[config.mk]
export PLATFORM = sky130hd
export DESIGN_NAME = feed_port_arbiter
export DESIGN_NICKNAME = d
export VERILOG_FILES = /design/src/rtl/feed_pkg.sv /design/src/rtl/rr_arbiter.sv /design/src/rtl/feed_port_arbiter.sv
export SDC_FILE = /design/constraint.sdc
export NUM_CORES = 1
export LEC_CHECK = 0
export ABC_AREA = 1
export CORE_MARGIN = 2
export CORE_UTILIZATION = 45
export CTS_CLUSTER_SIZE = 25
export DETAILED_ROUTE_END_ITERATION = 7
export PLACE_DENSITY = 0.74
export SLEW_MARGIN = 15
export SYNTH_ARGS = -nofsm -noshare
export SYNTH_HDL_FRONTEND = slang
export SYNTH_HIERARCHICAL = 1
export SYNTH_SLANG_ARGS = --single-unit
[constraint.sdc]
create_clock -name clk -period 2.6 [get_ports clk]
set_clock_uncertainty 0.1 [all_clocks]
set_input_delay 0.65 -clock clk [delete_from_list [all_inputs] [get_ports clk]]
set_output_delay 0.65 -clock clk [all_outputs]
set_load 0.01 [all_outputs]
[src/rtl/feed_pkg.sv]
// -----------------------------------------------------------------------------
// feed_pkg
//
// Shared types and defaults for the feed-port arbitration blocks.
//
//   arb_state_t            : packet arbiter state (IDLE / STREAM / DRAIN)
//   DEFAULT_NUM_PORTS      : default number of MAC receive ports sharing a parser
//   DEFAULT_MAX_PKT_BYTES  : default per-packet byte limit (8 preamble/SFD + 1522)
// -----------------------------------------------------------------------------
package feed_pkg;

   localparam int DEFAULT_NUM_PORTS     = 4;
   localparam int DEFAULT_MAX_PKT_BYTES = 1530;

   // IDLE   : arbitration cycle, nothing accepted
   // STREAM : granted port forwarded byte by byte to the parser
   // DRAIN  : remainder of a truncated packet is consumed and dropped
   typedef enum logic [1:0] {
      IDLE   = 2'd0,
      STREAM = 2'd1,
      DRAIN  = 2'd2
   } arb_state_t;

endpackage : feed_pkg

[src/rtl/rr_arbiter.sv]
// -----------------------------------------------------------------------------
// rr_arbiter
//
// Combinational rotate-priority picker. The search starts at last_grant+1 and
// walks upward, wrapping modulo NUM_PORTS, so the most recently served port has
// the lowest priority on the next pick. Used by any block that shares a single
// resource between several requesters.
//
// Ports:
//   req        in  NUM_PORTS  request vector, one bit per requester
//   last_grant in  PORT_W     index of the requester served most recently
//   winner     out PORT_W     selected requester (0 when nothing is requested)
//   any_req    out 1          at least one request bit is set
// -----------------------------------------------------------------------------
module rr_arbiter
   import feed_pkg::*;
#(
   parameter  int NUM_PORTS = DEFAULT_NUM_PORTS,
   localparam int PORT_W    = $clog2(NUM_PORTS)
) (
   input  logic [NUM_PORTS-1:0] req,
   input  logic [PORT_W-1:0]    last_grant,
   output logic [PORT_W-1:0]    winner,
   output logic                 any_req
);

   assign any_req = |req;

   // NOTE: every variable written here gets a value before any branch, so the
   // block stays purely combinational and no latch is inferred.
   always_comb begin : pick
      logic              found;
      logic [PORT_W-1:0] idx;
      winner = '0;
      found  = 1'b0;
      idx    = '0;
      // k runs 1..NUM_PORTS so last_grant itself is examined last.
      for (int k = 1; k <= NUM_PORTS; k++) begin
         idx = PORT_W'((int'(last_grant) + k) % NUM_PORTS);
         if (!found && req[idx]) begin
            winner = idx;
            found  = 1'b1;
         end
      end
   end

endmodule : rr_arbiter

[src/rtl/feed_port_arbiter.sv]
// -----------------------------------------------------------------------------
// feed_port_arbiter
//
// Packet-granular round-robin arbiter sharing one byte-stream parser between
// NUM_PORTS MAC receive ports. A port keeps the grant for a whole packet, so
// packets are never interleaved; each forwarded byte carries its source port.
// The parser cannot stall, so flow control is applied upstream via s_tready.
// Packets longer than MAX_PKT_BYTES (or missing tlast) are cut: the byte at the
// limit is forwarded with m_tlast, err_oversize pulses, and the rest of the
// packet is drained and dropped so a faulty link cannot hog the parser.
//
// Ports:
//   clk          in  1            clock
//   rst_n        in  1            asynchronous active-low reset
//   port_enable  in  NUM_PORTS    per-port arbitration enable
//   s_tdata      in  NUM_PORTS*8  input bytes, port i on [8i+7:8i]
//   s_tvalid     in  NUM_PORTS    per-port byte valid
//   s_tlast      in  NUM_PORTS    per-port last byte of packet
//   s_tready     out NUM_PORTS    per-port accept (one-hot or zero)
//   m_tdata      out 8            byte to parser
//   m_tvalid     out 1            byte valid to parser
//   m_tlast      out 1            last byte of forwarded packet
//   m_port       out PORT_W       source port of the current m_ byte
//   err_oversize out 1            one-cycle pulse on packet truncation
//   err_port     out PORT_W       port of the most recent truncation
//
// Timing: a request seen on an idle arbiter is arbitrated in cycle T, its first
// byte accepted in T+1 and presented on m_* in T+2. Consecutive packets are
// separated by exactly one m_tvalid-low cycle (the arbitration cycle).
// -----------------------------------------------------------------------------
module feed_port_arbiter
   import feed_pkg::*;
#(
   parameter  int NUM_PORTS     = DEFAULT_NUM_PORTS,
   parameter  int MAX_PKT_BYTES = DEFAULT_MAX_PKT_BYTES,
   localparam int PORT_W        = $clog2(NUM_PORTS),
   localparam int CNT_W         = $clog2(MAX_PKT_BYTES + 1)
) (
   input  logic                   clk,
   input  logic                   rst_n,
   input  logic [NUM_PORTS-1:0]   port_enable,
   input  logic [NUM_PORTS*8-1:0] s_tdata,
   input  logic [NUM_PORTS-1:0]   s_tvalid,
   input  logic [NUM_PORTS-1:0]   s_tlast,
   output logic [NUM_PORTS-1:0]   s_tready,
   output logic [7:0]             m_tdata,
   output logic                   m_tvalid,
   output logic                   m_tlast,
   output logic [PORT_W-1:0]      m_port,
   output logic                   err_oversize,
   output logic [PORT_W-1:0]      err_port
);

   localparam logic [CNT_W-1:0]  LAST_CNT   = CNT_W'(MAX_PKT_BYTES - 1);
   localparam logic [PORT_W-1:0] RESET_LAST = PORT_W'(NUM_PORTS - 1);

   arb_state_t          state;
   logic [PORT_W-1:0]   grant;
   logic [PORT_W-1:0]   last_grant;
   logic [CNT_W-1:0]    byte_cnt;

   logic [NUM_PORTS-1:0] req;
   logic [PORT_W-1:0]    winner;
   logic                 any_req;

   logic [7:0]           port_byte [NUM_PORTS];
   logic [7:0]           sel_data;
   logic                 sel_last;
   logic                 accept;

   // Enables only matter while arbitrating; a port disabled mid-packet keeps
   // its grant until the packet ends.
   assign req = s_tvalid & port_enable;

   rr_arbiter #(
      .NUM_PORTS (NUM_PORTS)
   ) u_rr_arbiter (
      .req        (req),
      .last_grant (last_grant),
      .winner     (winner),
      .any_req    (any_req)
   );

   // Unpack the flat byte bus so the granted port can be selected by index.
   always_comb begin
      for (int i = 0; i < NUM_PORTS; i++) begin
         port_byte[i] = s_tdata[i*8 +: 8];
      end
   end

   assign sel_data = port_byte[grant];
   assign sel_last = s_tlast[grant];

   // Ready depends on state and grant only, never on s_tvalid, so there is no
   // combinational path from an input valid back to any ready.
   always_comb begin
      s_tready = '0;
      if (state != IDLE) begin
         s_tready[grant] = 1'b1;
      end
   end

   assign accept = s_tvalid[grant] && s_tready[grant];

   // NOTE: all state and registered outputs use non-blocking assignments so
   // every register samples pre-edge values regardless of statement order.
   always_ff @(posedge clk or negedge rst_n) begin
      if (!rst_n) begin
         state        <= IDLE;
         grant        <= '0;
         last_grant   <= RESET_LAST;
         byte_cnt     <= '0;
         m_tdata      <= '0;
         m_tvalid     <= 1'b0;
         m_tlast      <= 1'b0;
         m_port       <= '0;
         err_oversize <= 1'b0;
         err_port     <= '0;
      end else begin
         err_oversize <= 1'b0;
         unique case (state)
            IDLE: begin
               m_tvalid <= 1'b0;
               m_tlast  <= 1'b0;
               if (any_req) begin
                  grant    <= winner;
                  byte_cnt <= '0;
                  state    <= STREAM;
               end
            end

            STREAM: begin
               if (accept) begin
                  m_tdata  <= sel_data;
                  m_tvalid <= 1'b1;
                  m_port   <= grant;
                  byte_cnt <= byte_cnt + CNT_W'(1);
                  if (sel_last) begin
                     m_tlast    <= 1'b1;
                     last_grant <= grant;
                     state      <= IDLE;
                  end else if (byte_cnt == LAST_CNT) begin
                     // Byte at the limit without tlast: close the packet for
                     // the parser and drop whatever the port still sends.
                     m_tlast      <= 1'b1;
                     err_oversize <= 1'b1;
                     err_port     <= grant;
                     last_grant   <= grant;
                     state        <= DRAIN;
                  end else begin
                     m_tlast <= 1'b0;
                  end
               end else begin
                  // Input gap: grant is held, other ports stay blocked.
                  m_tvalid <= 1'b0;
                  m_tlast  <= 1'b0;
               end
            end

            DRAIN: begin
               m_tvalid <= 1'b0;
               m_tlast  <= 1'b0;
               if (accept && sel_last) begin
                  state <= IDLE;
               end
            end

            default: begin
               m_tvalid <= 1'b0;
               m_tlast  <= 1'b0;
               state    <= IDLE;
            end
         endcase
      end
   end

endmodule : feed_port_arbiter

==> results.md, run 1 <==
* Slew at the pin closest to its max-slew limit at around 0.55 ns
* Synth area leaders: dfrtp_1, nand2_1, nand3_1
* Net switching power figure at 1240 uW
* RSZ-0062 raised after global routing: no
* Die Area at between 0.005 and 0.006 mm2
* Worst path required time at 1.85 ns
* CP Max Fanout at 17
* Die width at between 70 and 80 um
* CTS tree: built
* Internal at between 1000 and 1500 uW
* Starting Density at a little under half
* Mux cell area share after synthesis at 0%
* FILL cells at 444
* Rows at 25
* Slew headroom at 63.1%
* Remaining DRCs at 0
* Area delta synth->final at 33.2%
* CP peak stage delay at between 0.5 and 0.6 ns
* Clock slew at reported path FFs at ~0.07 ns
* Vias at around 2200
* CORE AREA at approximately 0.0048 mm2
* Max-Cap Viols at 0
* Area fraction in compound gates after synthesis at a little under a tenth
* CP startpoint kind: flop
* Critical path type: flop to primary output
* Die height at around 74 um
* HPWL Detailed at a little over 4000 um
* Total track usage at between 20% and 30%
* Most common cell in the netlist: nand2_1
* Simple-Gate Fraction of Synth Area at a little over two fifths
* Xor and xnor area share after synthesis at 0.783%
* Final min period at 2.39 ns
* Ant. Diodes at 0
* Post-synth top area cell: dfrtp_1
* Non-Filler Instances at roughly 450
* Main combinational cell family by area after synthesis: simple AND/OR/NAND/NOR gates
* YS warnings at 6
* Resize count post-CTS at 0
* Post-CTS setup buffers at 0
* Nets at 433
* Synthesized Nets at between 300 and 400
* EDFF count, synth at 0
* Switching Share at 46.4%
* Mapped cell area at 0.00224 mm2
* Leakage power at around 0.0014 uW
* Seq pwr share at between 20 and 30%
* Synth cell count leaders: nand2_1, nand3_1, dfrtp_1
* Clk pwr share at around 14%
* Final hold slack at 0.385 ns
* CTS Root Cell: clkbuf_8
* Synth Area in Adders at about 1.1%
* Arr. time, crit path at about 1.6 ns
* Synth top area share at 33.6%
* Critical path capture point type: primary output
* Flops & latches, synth at 32
* Register area at about 800 um2
* CTS Sinks at 32
* Final Slew Violations at 0
* Initial antenna violation count at 0
* Pwr per Cell Area at approximately 900 mW/mm2
* PortBufs at 64
* CTS Buf Count at 5
* I/O pin total at 65
* TNS Setup at 0 ns
* Starting DRC count in detailed routing at between 80 and 90
* Layout cells sized above 1 at around an eighth
* Via density at 4.76
* CTS Buffer Depth at 2
* Slowest stage cell, crit path: clkdlybuf4s50_1
* Register area share after synthesis at between 30% and 40%
* Async set or reset register ratio after synthesis at 100%
* Max VDD drop at a little under 0.5 mV
* Pre-antenna DRT Iters at 4
* Placed Cells at between 400 and 500
* Routed len/inst at approximately 12 um
* Synth Flop Type: dfrtp_1
* Multi-input gate area at around 0.0012 mm2
* Min-delay worst type: flop to flop
* Antenna-violating nets left at 0
* Worst-path cell chain: buf_4 > nor3_1 > clkdlybuf4s50_1
* Tcrit/Tclk final at 91.8%
* Final setup fails at 0
* Syn avg cell area at 6.92 um2
* Clock Latency Late Sink at 0.28 ns
* Total Wirelength at ~5300 um
* Status: finished clean
* Post-synth cell types at 30
* Gate Count Post-Synth at about 320
* Grt ovf at 0
* Final Hold Vio Count at 0
* Combinational Power Share at between 50% and 60%
* Pin count of the biggest net entering global routing at 33
* Vias in the first global route at around 2000
* Fmax at 0.419 GHz
* First-pass GRT wire length at a little under 9000 um
* H-tree depth reported by CTS at 2
* Routability Congestion at about 0.83
* Post-CTS Hold Buffers at 0
## cell type report
| type | instances | area share (%) |
|---|---|---|
| Multi-Input combinational cell | 245 | 40.6 |
| Sequential cell | 32 | 27.0 |
| Timing Repair Buffer | 66 | 22.0 |
| Inverter | 35 | 4.66 |
| Tap cell | 67 | 2.81 |
| Clock buffer | 5 | 2.31 |
| Clock inverter | 3 | 0.630 |
## final timing paths
| path | cells past startpoint | end | slack [ns] | start |
|---|---|---|---|---|
| min in group asynchronous | 2 | byte_cnt[7] | 0.67 | rst_n |
| max reg2reg | 8 | byte_cnt[10] | 0.76 | byte_cnt[0] |
| max | 3 | s_tready[0] | 0.21 | grant[0] |
| min | 2 | m_tdata[3] | 0.38 | m_tdata[3] |
| max in group asynchronous | 2 | last_grant[0] | 1.42 | rst_n |
| min reg2reg | 2 | m_tdata[3] | 0.38 | m_tdata[3] |
## power groups by stage
| stage | registers, uW | clock network, uW | logic [uW] |
|---|---|---|---|
| 6_report | 787 | 376 | 1510 |
| 2_1_floorplan | 769 | 0 | 1110 |
| 3_5_place_dp | 795 | 0 | 1520 |
| 4_1_cts | 787 | 384 | 1530 |
| 3_3_place_gp | 793 | 0 | 1500 |
| 5_1_grt | 807 | 402 | 1710 |
## critical path, delay by kind of cell, from the launching register on
| family | cells | cell delay, ns |
|---|---|---|
| and+or+nand+nor | 1 | 0.20 |
| DFF | 1 | 0.39 |
| buffers and inverters | 2 | 0.76 |
## layout by cell type, fill, tap and decap left out, types with 4 or more instances in the layout
| cell type | instances |
|---|---|
| nand2_2 | 11 |
| inv_2 | 4 |
| clkbuf_8 | 5 |
| nand2_1 | 110 |
| nand4_1 | 5 |
| nor2_1 | 21 |
| nand2_4 | 8 |
| dfrtp_1 | 30 |
| o21ai_0 | 18 |
| a21oi_1 | 9 |
| inv_1 | 29 |
| o21ai_2 | 6 |
| nor3_1 | 4 |
| clkdlybuf4s50_1 | 64 |
| nand3_1 | 38 |
## registers in the layout, summed over array words and instances, names as in the netlist
signal / cells
byte_cnt: 11
m_tdata: 8
err_port: 2
grant: 2
last_grant: 2
m_port: 2
state: 2
err_oversize: 1
m_tlast: 1
m_tvalid: 1
## logic make-up after synthesis
| kind of cell | after synthesis |
|---|---|
| fa+ha+maj | 2 |
| xor+xnor | 2 |
| simple gates | 204 |
| flops | 32 |
| compound gates | 37 |
| buf+inv | 46 |
## routing by layer
| layer | routed length [um] | share of wire [%] | vias up | global-route usage [%] |
|---|---|---|---|---|
| met5 | 0 | 0 | - | 0 |
| met4 | 66 | 1.2 | 0 | 6.94 |
| met3 | 233 | 4.4 | 6 | 3.93 |
| met2 | 2480 | 46 | 59 | 31.9 |
| met1 | 2560 | 48 | 940 | 29.3 |
| li1 | - | - | 1151 | - |
## per-stage QoR
stage / power [uW] / util (%) / cell area [um2] / setup slack, ns
final: 2670 / 62.7 / 2980 / 0.212
after global routing: 2910 / 62.7 / 2980 / 0.0904
after floorplan: 1880 / - / 2240 / 0.891
after CTS: 2700 / 62.7 / 2980 / 0.190
after detailed placement: 2320 / 60.8 / 2890 / 0.276
after global placement: 2300 / 60.8 / 2890 / 0.358
(Power assumes the default switching activity.)
==> run 2: changes to the inputs <==
--- a/config.mk
+++ b/config.mk
@@ -8,6 +8,7 @@
 export ABC_AREA = 1
 export CORE_MARGIN = 2
 export CORE_UTILIZATION = 45
+export CTS_CLUSTER_DIAMETER = 120
 export CTS_CLUSTER_SIZE = 25
 export DETAILED_ROUTE_END_ITERATION = 7
 export PLACE_DENSITY = 0.74
==> results of run 2 <==
No change in the layout: final DEF, timing and power equal those of run 1.
==> run 3: changes to the inputs <==
--- a/config.mk
+++ b/config.mk
@@ -6,7 +6,6 @@
 export NUM_CORES = 1
 export LEC_CHECK = 0
 export ABC_AREA = 1
-export CORE_MARGIN = 2
 export CORE_UTILIZATION = 45
 export CTS_CLUSTER_DIAMETER = 120
 export CTS_CLUSTER_SIZE = 25
==> run 3 against run 2 <==
  * Worst setup slack got worse by 0.11 ns
  * Power rose by 5.4%
  * Sequential power up 1%
  * Count of clock-buffer cells in the layout grew 2
  * Critical path type unchanged
  * Highest routed layer unchanged
==> results.md, run 3 (same netlist as run 1, synthesis figures left out) <==
* Final setup fails at 0
* Antenna-violating nets left at 0
* Slew at the pin closest to its max-slew limit at ~0.56 ns
* Vias in the first global route at approximately 2000
* Non-Filler Instances at around 450
* Fmax at ~0.4 GHz
* Slew headroom at a little over three fifths
* Worst path required time at between 1.5 and 2 ns
* Crit-path leading delay family: buffers and inverters
* Critical path type: flop to primary output
* Final Hold Vio Count at 0
* Die width at between 70 and 80 um
* Max reg flops at 11
* Post-CTS setup buffers at 0
* CP startpoint kind: flop
* Area delta synth->final at 35.0%
* Total track usage at 21.3%
* Biggest register: byte_cnt
* Placed Cells at 445
* Min-delay worst type: flop to flop
* Initial antenna violation count at 0
* Ant. Diodes at 0
* CORE AREA at roughly 0.0048 mm2
* FILL cells at about 450
* Pwr per Cell Area at just over 900 mW/mm2
* Biggest regs: byte_cnt: 11 flops, m_tdata: 8 flops
* CP peak stage delay at 0.54 ns
* Nets at 433
* Max-Cap Viols at 0
* First-pass GRT wire length at between 8000 and 9000 um
* Final Slew Violations at 0
* TNS Setup at 0 ns
* Die Area at ~0.0053 mm2
* Vias at roughly 2200
* PortBufs at 64
* Starting Density at 47.0%
* Final min period at about 2.5 ns
* I/O pin total at 65
* Starting DRC count in detailed routing at between 100 and 150
* CTS Buf Count at 5
* Routed len/inst at 11.7 um
* Critical path capture point type: primary output
* Total Wirelength at about 5300 um
* Most frequent cells in the layout: nand2_1, clkdlybuf4s50_1, nand3_1, dfrtp_1, inv_1
* HPWL Detailed at 4080 um
* Status: finished clean
* Pre-antenna DRT Iters at 4
* Pin count of the biggest net entering global routing at 33
* Resize count post-CTS at 0
* Max VDD drop at about 0.47 mV
* Post-CTS Hold Buffers at 0
* CP Max Fanout at 13
* Grt ovf at 0
* Critical path buffers and inverters at 2
* Slowest stage cell, crit path: clkdlybuf4s50_1
* Clock Latency Late Sink at roughly 0.28 ns
* Worst-path cell chain: buf_4 > nand2_1 > nor2_1 > clkdlybuf4s50_1
* Clock slew at reported path FFs at roughly 0.070 ns
* Routability Congestion at between 0.8 and 0.9
* H-tree depth reported by CTS at 2
* CTS Sinks at 32
* CTS tree: built
* Commonest non-fill, non-tap cell in the layout: nand2_1
* CTS Buffer Depth at 2
* Rows at 25
* Layout cells sized above 1 at approximately 12%
* Via density at 4.85
* Tcrit/Tclk final at between 90% and 100%
* Leakage power at 0.00144 uW
* Tot Pwr at roughly 2800 uW
* Remaining DRCs at 0
* Die height at 72.5 um
* Arr. time, crit path at 1.75 ns
* CTS Root Cell: clkbuf_8
* RSZ-0062 raised after global routing: no
## run 3: worst reg2reg max path, cell delays in order, from the launching register on
cell     delay, ns
dfrtp_1       0.49
ha_1          0.23
inv_1         0.05
nor2_1        0.26
nand2_1       0.13
nor2_1        0.15
nand3_1       0.11
o21ai_0       0.20
nor2_1        0.06
## run 3: layer usage
| metal | vias to the layer above | global-route usage [%] | routed length [um] |
|---|---|---|---|
| met2 | 51 | 31.9 | 2450 |
| met3 | 5 | 4.03 | 183 |
| li1 | 1153 | - | - |
| met4 | 0 | 7.41 | 66 |
| met1 | 989 | 30.7 | 2590 |
| met5 | - | 0 | 0 |
## run 3: final timing paths
kind	cells after the start	startpoint	slack, ns	to
worst max-delay path	4	grant[0]	0.10	s_tready[3]
worst min-delay path	2	m_tdata[1]	0.39	m_tdata[1]
worst max register to register	8	byte_cnt[0]	0.72	byte_cnt[10]
worst min register to register	2	m_tdata[1]	0.39	m_tdata[1]
max in group asynchronous	2	rst_n	1.41	last_grant[0]
min in group asynchronous	2	rst_n	0.66	byte_cnt[7]
## run 3: where the power goes
part           internal, uW  switching [uW]  leakage (uW)  total, uW
sequential              648             150      0.000419        798
combinational           597             905      0.000955       1500
clock                   338             179     0.0000645        517
## run 3: layout make-up
cell class	instances	area, um2	share of cell area [%]
Clock buffer	7	96.3	3.19
Multi-Input combinational cell	245	1210	40.1
Sequential cell	32	803	26.6
Tap cell	67	83.8	2.78
Timing Repair Buffer	66	656	21.7
Inverter	35	139	4.60
Clock inverter	1	30.0	0.995
## run 3: stage by stage
stage	utilization, %	instance area [um2]	hold slack [ns]	setup slack [ns]
after global placement	60.8	2890	0.365	0.351
after floorplan	-	2240	0.254	0.891
after detailed placement	60.8	2890	0.373	0.330
after CTS	63.5	3020	0.389	0.0842
final	63.5	3020	0.386	0.101
after global routing	63.5	3020	0.404	0.0289
